**src/rtl/time_set_pkg.sv**
```systemverilog
// Shared types and digit limits for the clock time-set input block.
// Digit order follows set_time: {Htens, Hunits, Mtens, Munits}.
package time_set_pkg;

  typedef enum logic [1:0] {
    IDLE   = 2'd0,
    EDIT   = 2'd1,
    COMMIT = 2'd2
  } state_t;

  localparam logic [1:0] DIG_HT = 2'd3;
  localparam logic [1:0] DIG_HU = 2'd2;
  localparam logic [1:0] DIG_MT = 2'd1;
  localparam logic [1:0] DIG_MU = 2'd0;

  localparam logic [3:0] HT_MAX    = 4'd2;
  localparam logic [3:0] HU_MAX    = 4'd9;
  localparam logic [3:0] HU_MAX_H2 = 4'd3;
  localparam logic [3:0] MT_MAX    = 4'd5;
  localparam logic [3:0] MU_MAX    = 4'd9;

  function automatic logic [3:0] digit_max(
    input logic [1:0] idx,
    input logic [3:0] ht
  );
    unique case (idx)
      DIG_HT:  return HT_MAX;
      DIG_HU:  return (ht == 4'd2) ? HU_MAX_H2 : HU_MAX;
      DIG_MT:  return MT_MAX;
      default: return MU_MAX;
    endcase
  endfunction

endpackage

```
**src/rtl/time_set_input_if.sv**
```systemverilog
// Button inputs and edit/commit outputs of the time-set block.
// master drives buttons, slave is the time_set_input block.
interface time_set_input_if;
  logic        btn_mode;
  logic        btn_inc;
  logic        set_active;
  logic [1:0]  set_digit;
  logic [3:0]  set_value;
  logic        set_valid;
  logic [15:0] set_time;

  modport master (
    output btn_mode, btn_inc,
    input  set_active, set_digit, set_value,
    input  set_valid, set_time
  );

  modport slave (
    input  btn_mode, btn_inc,
    output set_active, set_digit, set_value,
    output set_valid, set_time
  );
endinterface

```
**src/rtl/debounce.sv**
```systemverilog
// Button synchronizer + stable-time debouncer with a press pulse
// emitted on the debounced 0->1 transition only.
module debounce #(
  parameter int DB_CYC = 2
) (
  input  logic hwclk,
  input  logic rst,
  input  logic btn,
  output logic press
);

  localparam int CW = (DB_CYC > 1) ? $clog2(DB_CYC) : 1;

  logic          s1;
  logic          s2;
  logic          level;
  logic [CW-1:0] cnt;
  logic          done;

  assign done = (s2 != level) && (cnt == CW'(DB_CYC - 1));

  always_ff @(posedge hwclk) begin
    if (rst) begin
      s1    <= 1'b0;
      s2    <= 1'b0;
      level <= 1'b0;
      cnt   <= '0;
      press <= 1'b0;
    end else begin
      s1    <= btn;
      s2    <= s1;
      press <= done && s2;
      if (done) begin
        level <= s2;
        cnt   <= '0;
      end else if (s2 != level) begin
        cnt   <= cnt + CW'(1);
      end else begin
        cnt   <= '0;
      end
    end
  end

endmodule

```
**src/rtl/time_set_input.sv**
```systemverilog
// Two-button HH:MM time setter: mode walks digits, inc bumps one.
// Define TIME_SET_TIMEOUT_EN to abandon an idle edit after TIMEOUT_S.
module time_set_input
  import time_set_pkg::*;
#(
  parameter int CLK_HZ      = 12000000,
  parameter int DEBOUNCE_MS = 20,
  parameter int TIMEOUT_S   = 10
) (
  input  logic hwclk,
  input  logic rst,
  time_set_input_if.slave bus
);

  localparam int DB_CYC = CLK_HZ / 1000 * DEBOUNCE_MS;

  state_t          state;
  state_t          state_nx;
  logic            mode_ev;
  logic            inc_ev;
  logic            to_hit;
  logic [3:0][3:0] wd;
  logic [1:0]      dig;
  logic [15:0]     time_q;

  debounce #(.DB_CYC(DB_CYC)) u_db_mode (
    .hwclk (hwclk),
    .rst   (rst),
    .btn   (bus.btn_mode),
    .press (mode_ev)
  );

  debounce #(.DB_CYC(DB_CYC)) u_db_inc (
    .hwclk (hwclk),
    .rst   (rst),
    .btn   (bus.btn_inc),
    .press (inc_ev)
  );

`ifdef TIME_SET_TIMEOUT_EN
  localparam int TO_CYC = TIMEOUT_S * CLK_HZ;
  localparam int TW     = (TO_CYC > 1) ? $clog2(TO_CYC) : 1;

  logic [TW-1:0] to_cnt;

  always_ff @(posedge hwclk) begin
    if (rst || state != EDIT || mode_ev || inc_ev) to_cnt <= '0;
    else to_cnt <= to_cnt + TW'(1);
  end

  assign to_hit = (to_cnt == TW'(TO_CYC - 1)) && !(mode_ev || inc_ev);
`else
  wire unused_to = (TIMEOUT_S > 0);
  assign to_hit = 1'b0;
`endif

  always_ff @(posedge hwclk) begin
    if (rst) state <= IDLE;
    else state <= state_nx;
  end

  always_comb begin
    state_nx = state;
    unique case (state)
      IDLE: if (mode_ev) state_nx = EDIT;
      EDIT: begin
        if (mode_ev && dig == DIG_MU) state_nx = COMMIT;
        else if (to_hit) state_nx = IDLE;
      end
      default: state_nx = IDLE;
    endcase
  end

  // mode outranks inc when both pulse in the same cycle
  always_ff @(posedge hwclk) begin
    if (rst) begin
      time_q <= '0;
      wd     <= '0;
      dig    <= '0;
    end else begin
      unique case (state)
        IDLE: begin
          if (mode_ev) begin
            wd  <= time_q;
            dig <= DIG_HT;
          end
        end
        EDIT: begin
          if (mode_ev) begin
            if (dig == DIG_MU) begin
              time_q <= wd;
            end else begin
              dig <= dig - 2'd1;
              if (dig == DIG_HT && wd[DIG_HT] == 4'd2
                  && wd[DIG_HU] > HU_MAX_H2)
                wd[DIG_HU] <= '0;
            end
          end else if (inc_ev) begin
            wd[dig] <= (wd[dig] >= digit_max(dig, wd[DIG_HT]))
                       ? 4'd0 : wd[dig] + 4'd1;
          end
        end
        default: ;
      endcase
    end
  end

  always_comb begin
    bus.set_active = 1'b0;
    bus.set_digit  = 2'd0;
    bus.set_value  = 4'd0;
    bus.set_valid  = 1'b0;
    unique case (state)
      EDIT: begin
        bus.set_active = 1'b1;
        bus.set_digit  = dig;
        bus.set_value  = wd[dig];
      end
      COMMIT: bus.set_valid = 1'b1;
      default: ;
    endcase
  end

  assign bus.set_time = time_q;

endmodule

```
**src/flat_wrapper.sv**
```systemverilog
// flat-port wrapper written by rule: the top's interface ports become plain ports
module time_set_input_flat import time_set_pkg::*;
#(
  parameter int CLK_HZ      = 12000000,
  parameter int DEBOUNCE_MS = 20,
  parameter int TIMEOUT_S   = 10
)
  (hwclk, rst, bus_btn_mode, bus_btn_inc, bus_set_active, bus_set_digit, bus_set_value, bus_set_valid, bus_set_time);
  time_set_input_if bus_i ();
  input  logic hwclk;
  input  logic rst;
  input wire logic [$bits(bus_i.btn_mode)-1:0] bus_btn_mode;
  input wire logic [$bits(bus_i.btn_inc)-1:0] bus_btn_inc;
  output wire logic [$bits(bus_i.set_active)-1:0] bus_set_active;
  output wire logic [$bits(bus_i.set_digit)-1:0] bus_set_digit;
  output wire logic [$bits(bus_i.set_value)-1:0] bus_set_value;
  output wire logic [$bits(bus_i.set_valid)-1:0] bus_set_valid;
  output wire logic [$bits(bus_i.set_time)-1:0] bus_set_time;
  assign bus_i.btn_mode = bus_btn_mode;
  assign bus_i.btn_inc = bus_btn_inc;
  assign bus_set_active = bus_i.set_active;
  assign bus_set_digit = bus_i.set_digit;
  assign bus_set_value = bus_i.set_value;
  assign bus_set_valid = bus_i.set_valid;
  assign bus_set_time = bus_i.set_time;
  time_set_input #(.CLK_HZ(CLK_HZ), .DEBOUNCE_MS(DEBOUNCE_MS), .TIMEOUT_S(TIMEOUT_S)) u_core (.hwclk(hwclk), .rst(rst), .bus(bus_i));
endmodule
```
**config.mk**
```make
export PLATFORM = sky130hd
export DESIGN_NAME = time_set_input_flat
export DESIGN_NICKNAME = d
export VERILOG_FILES = /design/src/rtl/time_set_pkg.sv /design/src/rtl/time_set_input_if.sv /design/src/rtl/debounce.sv /design/src/rtl/time_set_input.sv /design/src/flat_wrapper.sv
export SDC_FILE = /design/constraint.sdc
export NUM_CORES = 1
export LEC_CHECK = 0
export BUFFER_PORTS_ARGS = -buffer_cell sky130_fd_sc_hd__buf_4
export CORE_MARGIN = 2
export CORE_UTILIZATION = 44
export CTS_CLUSTER_DIAMETER = 40
export DETAILED_ROUTE_END_ITERATION = 16
export GPL_TIMING_DRIVEN = 0
export PLACE_DENSITY = 0.64
export SETUP_SLACK_MARGIN = 0.2
export SKIP_CTS_REPAIR_TIMING = 1
export SYNTH_ARGS = -nofsm -noshare
export SYNTH_HDL_FRONTEND = slang
export SYNTH_SLANG_ARGS = --single-unit
```
**constraint.sdc**
```tcl
create_clock -name hwclk -period 2.4 [get_ports hwclk]
set_input_delay 0.12 -clock hwclk [delete_from_list [all_inputs] [get_ports hwclk]]
set_output_delay 0.12 -clock hwclk [all_outputs]
set_load 0.005 [all_outputs]
```
# Yosys cells after proc, flatten, opt, wreduce, memory -nomap -nowiden

Cells that the tools add are included.

Register bits after elaboration: 80
Bits in latches: 0
Memory bits (writable): 0
Memory bits (read-only): 0
Input port bits: 4
Word-level logic and storage cells: 95
Memories: 0

$add $sub $neg: 4
$mul: 0
Divide/modulo/power cells: 0
$lt $le $gt $ge: 4
Equal/unequal tests: 19
Shifts and indexed selects: 0
Muxes and demuxes: 31
Bitwise operators: 2
Reduce and logical (&&, ||, !) cells: 18

Operators by type and width:

| cell                    | number |
|---|---|
| $mux W4                 | 13 |
| $add A18 B1 Y18 const B | 2 |
| $eq A18 B18 Y1 const B  | 2 |
| $mux W16                | 2 |
| $pmux W16 S2            | 1 |
| $bwmux W16              | 1 |
| $mux W2                 | 6 |
| $pmux W4 S3             | 1 |
| $ne A2 B2 Y1 const B    | 5 |
| $bmux W4 S2             | 1 |
| $demux W4 S2            | 1 |
| $logic_and A1 B1 Y1     | 8 |
| $mux W8                 | 1 |
| $pmux W2 S2             | 2 |
| $reduce_and A4 Y1       | 2 |
| $eq A2 B2 Y1 const B    | 3 |
| $ne A3 B3 Y1 const B    | 2 |
| $reduce_or A3 Y1        | 2 |
| $reduce_and A5 Y1       | 1 |
| $add A4 B1 Y4 const B   | 1 |
| $eq A2 B1 Y1 const B    | 2 |
| $eq A4 B2 Y1 const B    | 1 |
| $ge A4 B4 Y1            | 1 |
| $gt A4 B2 Y1 const B    | 1 |
| other kinds (12)        | 16 |

# Depth between registers and ports, before layout

Depth in word-level cells: 13
Mapped depth: 11
Mapped depth without buffers: 9

# Hierarchy

Synthesis repeated with hierarchy kept, for this count alone.

Cells, all modules: 450
Area, all modules: 4001.3 um^2

By module, submodules not included:

| module         | times used | cells an instance | area each (um^2) |
|---|---|---|---|
| debounce       | 2          | 111               | 1047.3 |
| time_set_input | 1          | 228               | 1906.8 |

# Least setup slack after synthesis

No wires, ideal clock.

Path kind: register -> register
From: reg u_core.dig[1]
To: reg u_core.wd[12] (netlist bit)
Setup time: 0.086 ns
Arrival time: 2.375 ns
Required time: 2.314 ns
Setup slack: -0.061 ns
Cell stages (with the launch flop): 9
Path buffers: 0
Clock period less this slack: 2.461 ns
Path through: dfxtp_1 -> mux4_2 -> inv_1 -> ha_1 -> nand2b_1 -> a211o_1 -> a21oi_1 -> a32oi_1 -> a211oi_1

Word-level cells in the longest chain between the ends: 12
Elaborated cells on any way between the ends: 22
Classes of those cells: add/sub (1); order compare (3); eq/ne (3); mux (14); reduce/logical (1)

Ends and longest elaborated chain:

| item                                         | line                  | text |
|---|---|---|
| start, declared                              | time_set_input.sv:23  | `logic [1:0] dig;` |
| start signal, assigned                       | time_set_input.sv:93  | `dig <= dig - 2'd1;` |
| $eq A2 B1 Y1 or $eq A2 B2 Y1 (tied branches) | time_set_pkg.sv:26    | `unique case (idx)` |
| $pmux W4 S3                                  | time_set_pkg.sv:26    |  |
| $mux W4                                      | time_set_input.sv:98  | `end else if (inc_ev) begin` |
| $mux W4                                      | time_set_input.sv:89  | `if (mode_ev) begin` |
| $mux W4                                      | time_set_input.sv:81  | `unique case (state)` |
| $mux W4                                      | time_set_input.sv:76  | `if (rst) begin` |
| $ge A4 B4 Y1                                 | time_set_input.sv:99  | `wd[dig] <= (wd[dig] >= digit_max(dig, wd[DIG_HT]))` |
| $mux W4                                      | time_set_input.sv:100 | `? 4'd0 : wd[dig] + 4'd1;` |
| $bwmux W16 (*)                               | time_set_input.sv:99  |  |
| $mux W16 (*)                                 | time_set_input.sv:98  |  |
| $mux W4 (*)                                  | time_set_input.sv:89  |  |
| $pmux W16 S2 (*)                             | time_set_input.sv:81  |  |
| end signal, assigned                         | time_set_input.sv:84  | `wd <= time_q;` |
| end signal, assigned by index                | time_set_input.sv:99  |  |
| end, declared                                | time_set_input.sv:22  | `logic [3:0][3:0] wd;` |

Mark *: on every way between the ends. The rest lies on a longest branch, timed or not. The select of a mux whose other input is x is not followed.
A chain may end at the register's enable or synchronous reset.

# Worst setup path in the final report

From: reg u_core.dig[1]
To: reg u_core.wd[9] (netlist bit)

Word-level cells in the longest chain between the ends: 12
Elaborated cells on any way between the ends: 28
Classes of those cells: add/sub (1); order compare (3); eq/ne (5); mux (14); reduce/logical (5)

Ends and longest elaborated chain:

| item                                       | line |
|---|---|
| $eq A2 B1 Y1, or another cell as far along | time_set_pkg.sv:26 |
| $pmux W4 S3                                | time_set_pkg.sv:26 |
| $mux W4                                    | time_set_input.sv:98 |
| $mux W4                                    | time_set_input.sv:89 |
| $mux W4                                    | time_set_input.sv:81 |
| $mux W4                                    | time_set_input.sv:76 |
| $ge A4 B4 Y1                               | time_set_input.sv:99 |
| $mux W4                                    | time_set_input.sv:100 |
| $bwmux W16                                 | time_set_input.sv:99 |
| $mux W16                                   | time_set_input.sv:98 |
| $mux W4                                    | time_set_input.sv:89 |
| $pmux W16 S2                               | time_set_input.sv:81 |

Parallel ways exist; a longest one is shown, timed or not. The select of a mux whose other input is x is not followed.

==> results.yml <==
floorplan:
  std_cell_rows: 33
  design.core.area_um2: 8175
  dieArea_um2: 9111
  initial_standard_cell_utilization_of_the_core_pct: 45.01
  fp.dieW_um: 95.45
  die_height_um: 95.45
  top_level_i_o_count: 28
critical_path:
  setup.reg_to_reg.worst_slack_ns: -0.1
  r2r.worst_path.cells: 8
  critical-path-top-delay-family: "compound AO/OA/AOI/OAI gates"
  timing.critical_path.arrival_ns: 2.77
  worst_setup_path_start_kind: "register"
  critPathSlowestCell: "sky130_fd_sc_hd__mux4_2"
  worstPathBufferInverterCount: 1
  worstPathMaxFanout: 5
  worst_ep_required_time_ns: 2.67
  worst_setup_path_end_kind: "register"
  crit_cells: 8
  timing.critical_path.cells: "mux4_2 > inv_2 > ha_4 > nand2b_4 > a211o_4 > a21oi_4 > a32oi_2 > a211oi_2"
  critical_path.max_stage_delay_ns: 0.58
  worstSetupPathType: "reg -> reg"
logic_synthesis:
  synth.avg_cell_area_um2: 8.888
  synthesis.area_um2: 3680
  netlist_instances: 414
  netlist_top_cells_area: "sky130_fd_sc_hd__dfxtp_1, sky130_fd_sc_hd__nor2_1, sky130_fd_sc_hd__nand2_1"
  ys_seq_area_share_pct: 43.52
  synth_seq_cells: 80
  synth-edff-count: 0
  synthFlopType: "sky130_fd_sc_hd__dfxtp_1"
  yosys_warnings: 0
  synth_commonest_cells: "sky130_fd_sc_hd__dfxtp_1, sky130_fd_sc_hd__nor2_1, sky130_fd_sc_hd__nand2_1, sky130_fd_sc_hd__a21oi_1, sky130_fd_sc_hd__xor2_1"
  most_area_hungry_cell_type_in_the_yosys_netlist: "sky130_fd_sc_hd__dfxtp_1"
  yosysTopAreaCellShare_pct: 43.52
  yosysMostFrequentCell: "sky130_fd_sc_hd__dfxtp_1"
  async_flop_share_pct: 0
  net_count_after_synthesis: 430
  synth_cell_type_count: 52
global_routing:
  vias_in_the_first_global_route: 2855
  global_route_wire_length_before_repair_um: 13960
  largest_net_degree_at_the_start_of_global_routing: 14
  groute.usage.overall_pct: 19.85
  grt_antenna_before_repair: 0
  grt_remaining_overflow: 0
route:
  antenna_violating_nets_post_route: 0
  postRouteWirelength_um: 8970
  wl_per_cell_um: 15.52
  drt_iter0_markers: 192
  drc: 0
  avgViaCountPerCell: 5.420
  first_pass_iters: 4
  detailroute.via_count: 3133
cells_and_area:
  nNetsFinal: 485
  finalNonFillerCells: 578
  utilization_pct: 54.97
  area_delta_synth_final_pct: 22.14
  num_antenna_cells: 0
  final_layout_size_suffix_gt1_share_pct: 22.20
  final_design_area_no_fill_um2: 4494
sta:
  hold_viol: 0
  setup_viol: 12
  layout_min_cycle_time_ns: 2.496
  min_period_over_period_pct: 104.0
  unrepaired_setup_endpoints_after_global_routing: "true"
  relSlewSlack_pct: 39.64
  final_max_slew_viol_count: 0
  skew_ns: 0.008702
  fmax_mhz: 400.7
  fin_ws_ns: -0.09579
  worst_slew_pin_slew_ns: 0.8971
placement:
  gpl.final_weighted_congestion: 0.8726
  hpwlAfterDp_um: 5966
  portBuffers: 26
  dp.cells: 545
  placed_area_um2: 4028
power:
  worst_vdd_drop_mv: 0.3575
  static-leakage-power_nw: 1.595
  powerDensity_nw_per_um2: 520.9
clocking:
  ctsLongestPathBuffers: 2
  cts-root-buf: "sky130_fd_sc_hd__clkbuf_8"
  cts_tree: "done"
  clk_transition_reported_paths_ns: 0.08
  numClockSinks: 80
  cts_buffers: 9
  cts.htree.levels: 3
  insertion_delay_ns: 0.35
run_status:
  violated_checks: "negative setup slack"
  run_status: "finished with violations"
min_path:
  hold_path_class: "in -> reg"
  timing.hold.worst_path_depth: 2
job:
  drv.max_cap_violation_count: 0
registers in the layout (all words and copies together) (netlist names):
signal / cells
u_core.bus.set_time: 16
u_core.dig: 2
u_core.state: 2
u_core.u_db_inc.cnt: 18
u_core.u_db_inc.level: 1
u_core.u_db_inc.press: 1
u_core.u_db_inc.s1: 1
u_core.u_db_inc.s2: 1
u_core.u_db_mode.cnt: 18
u_core.u_db_mode.level: 1
u_core.u_db_mode.press: 1
u_core.u_db_mode.s1: 1
u_core.u_db_mode.s2: 1
u_core.wd: 16
through the flow:
stage | power [mW] | TNS [ns] | setup slack, ns | hold WS, ns
after floorplan | 1.383 | 0 | 0.1478 | 0.2482
after global placement | 1.396 | -2.026 | -0.2258 | 0.3351
after detailed placement | 1.396 | -2.591 | -0.3022 | 0.3403
after CTS | 2.359 | -3.054 | -0.3395 | -0.03772
after global routing | 2.421 | -1.339 | -0.1821 | 0.2049
final | 2.341 | -0.6127 | -0.09579 | 0.1882
power breakdown:
part,switching [mW],internal [mW]
Sequential,0.00246,1.33
Clock,0.499,0.476
Combinational,0.0238,0.0124
Total,0.525,1.82
final timing paths:
path | endpoint | start
hold / removal | u_core.u_db_inc.s1 | rst
setup / recovery | u_core.wd[9] | u_core.dig[1]
setup reg to reg | u_core.wd[9] | u_core.dig[1]
hold reg to reg | u_core.u_db_inc.s2 | u_core.u_db_inc.s1
logic make-up (layout without fill, tap and decap cells):
group | Yosys count | in the layout | synth area share (%)
simple gates | 189 | 189 | 24.99
flops | 80 | 80 | 43.52
compound gates | 65 | 65 | 12.17
xor+xnor | 36 | 36 | 8.773
buf+inv | 26 | 85 | 3.468
fa+ha+maj | 12 | 12 | 4.080
mux | 6 | 6 | 2.992
cell type report:
type	count	area, um2
buffer	16	96.34
clock buffer	10	127.6
clock inverter	5	57.56
fill	740	3681
inverter	10	40.04
multi-input combinational	308	2093
sequential	80	1613
tap	105	131.4
timing repair buffer	44	335.3
per-layer routing:
metal / track usage (%) / up-vias / wire (um)
li1: - / 1548 / -
met1: 27.15 / 1482 / 4293
met2: 29.87 / 91 / 4067
met3: 6.324 / 12 / 454
met4: 6.190 / 0 / 154
met5: 0 / - / 0
cells in the final DEF, fill, tap and decap left out, types with 3 or more instances in the layout:
cell type	n
sky130_fd_sc_hd__dfxtp_1	75
sky130_fd_sc_hd__nor2_1	63
sky130_fd_sc_hd__nand2_1	53
sky130_fd_sc_hd__buf_4	43
sky130_fd_sc_hd__a21oi_1	22
sky130_fd_sc_hd__xor2_1	21
sky130_fd_sc_hd__nand3_1	17
sky130_fd_sc_hd__xnor2_1	14
sky130_fd_sc_hd__a211oi_1	11
sky130_fd_sc_hd__nand4_1	10
sky130_fd_sc_hd__ha_1	9
sky130_fd_sc_hd__clkbuf_8	9
sky130_fd_sc_hd__inv_1	8
sky130_fd_sc_hd__clkbuf_1	8
sky130_fd_sc_hd__nor2b_1	7
sky130_fd_sc_hd__a32oi_1	7
sky130_fd_sc_hd__and3_1	5
sky130_fd_sc_hd__mux4_2	4
sky130_fd_sc_hd__and2_1	4
sky130_fd_sc_hd__buf_2	4
sky130_fd_sc_hd__a211oi_2	4
sky130_fd_sc_hd__nand2b_1	3
sky130_fd_sc_hd__nor4_1	3
sky130_fd_sc_hd__nor3_1	3
sky130_fd_sc_hd__and3_2	3
sky130_fd_sc_hd__a21oi_4	3
sky130_fd_sc_hd__ha_4	3
sky130_fd_sc_hd__dfxtp_2	3
Power figures use the tool's default switching activity.
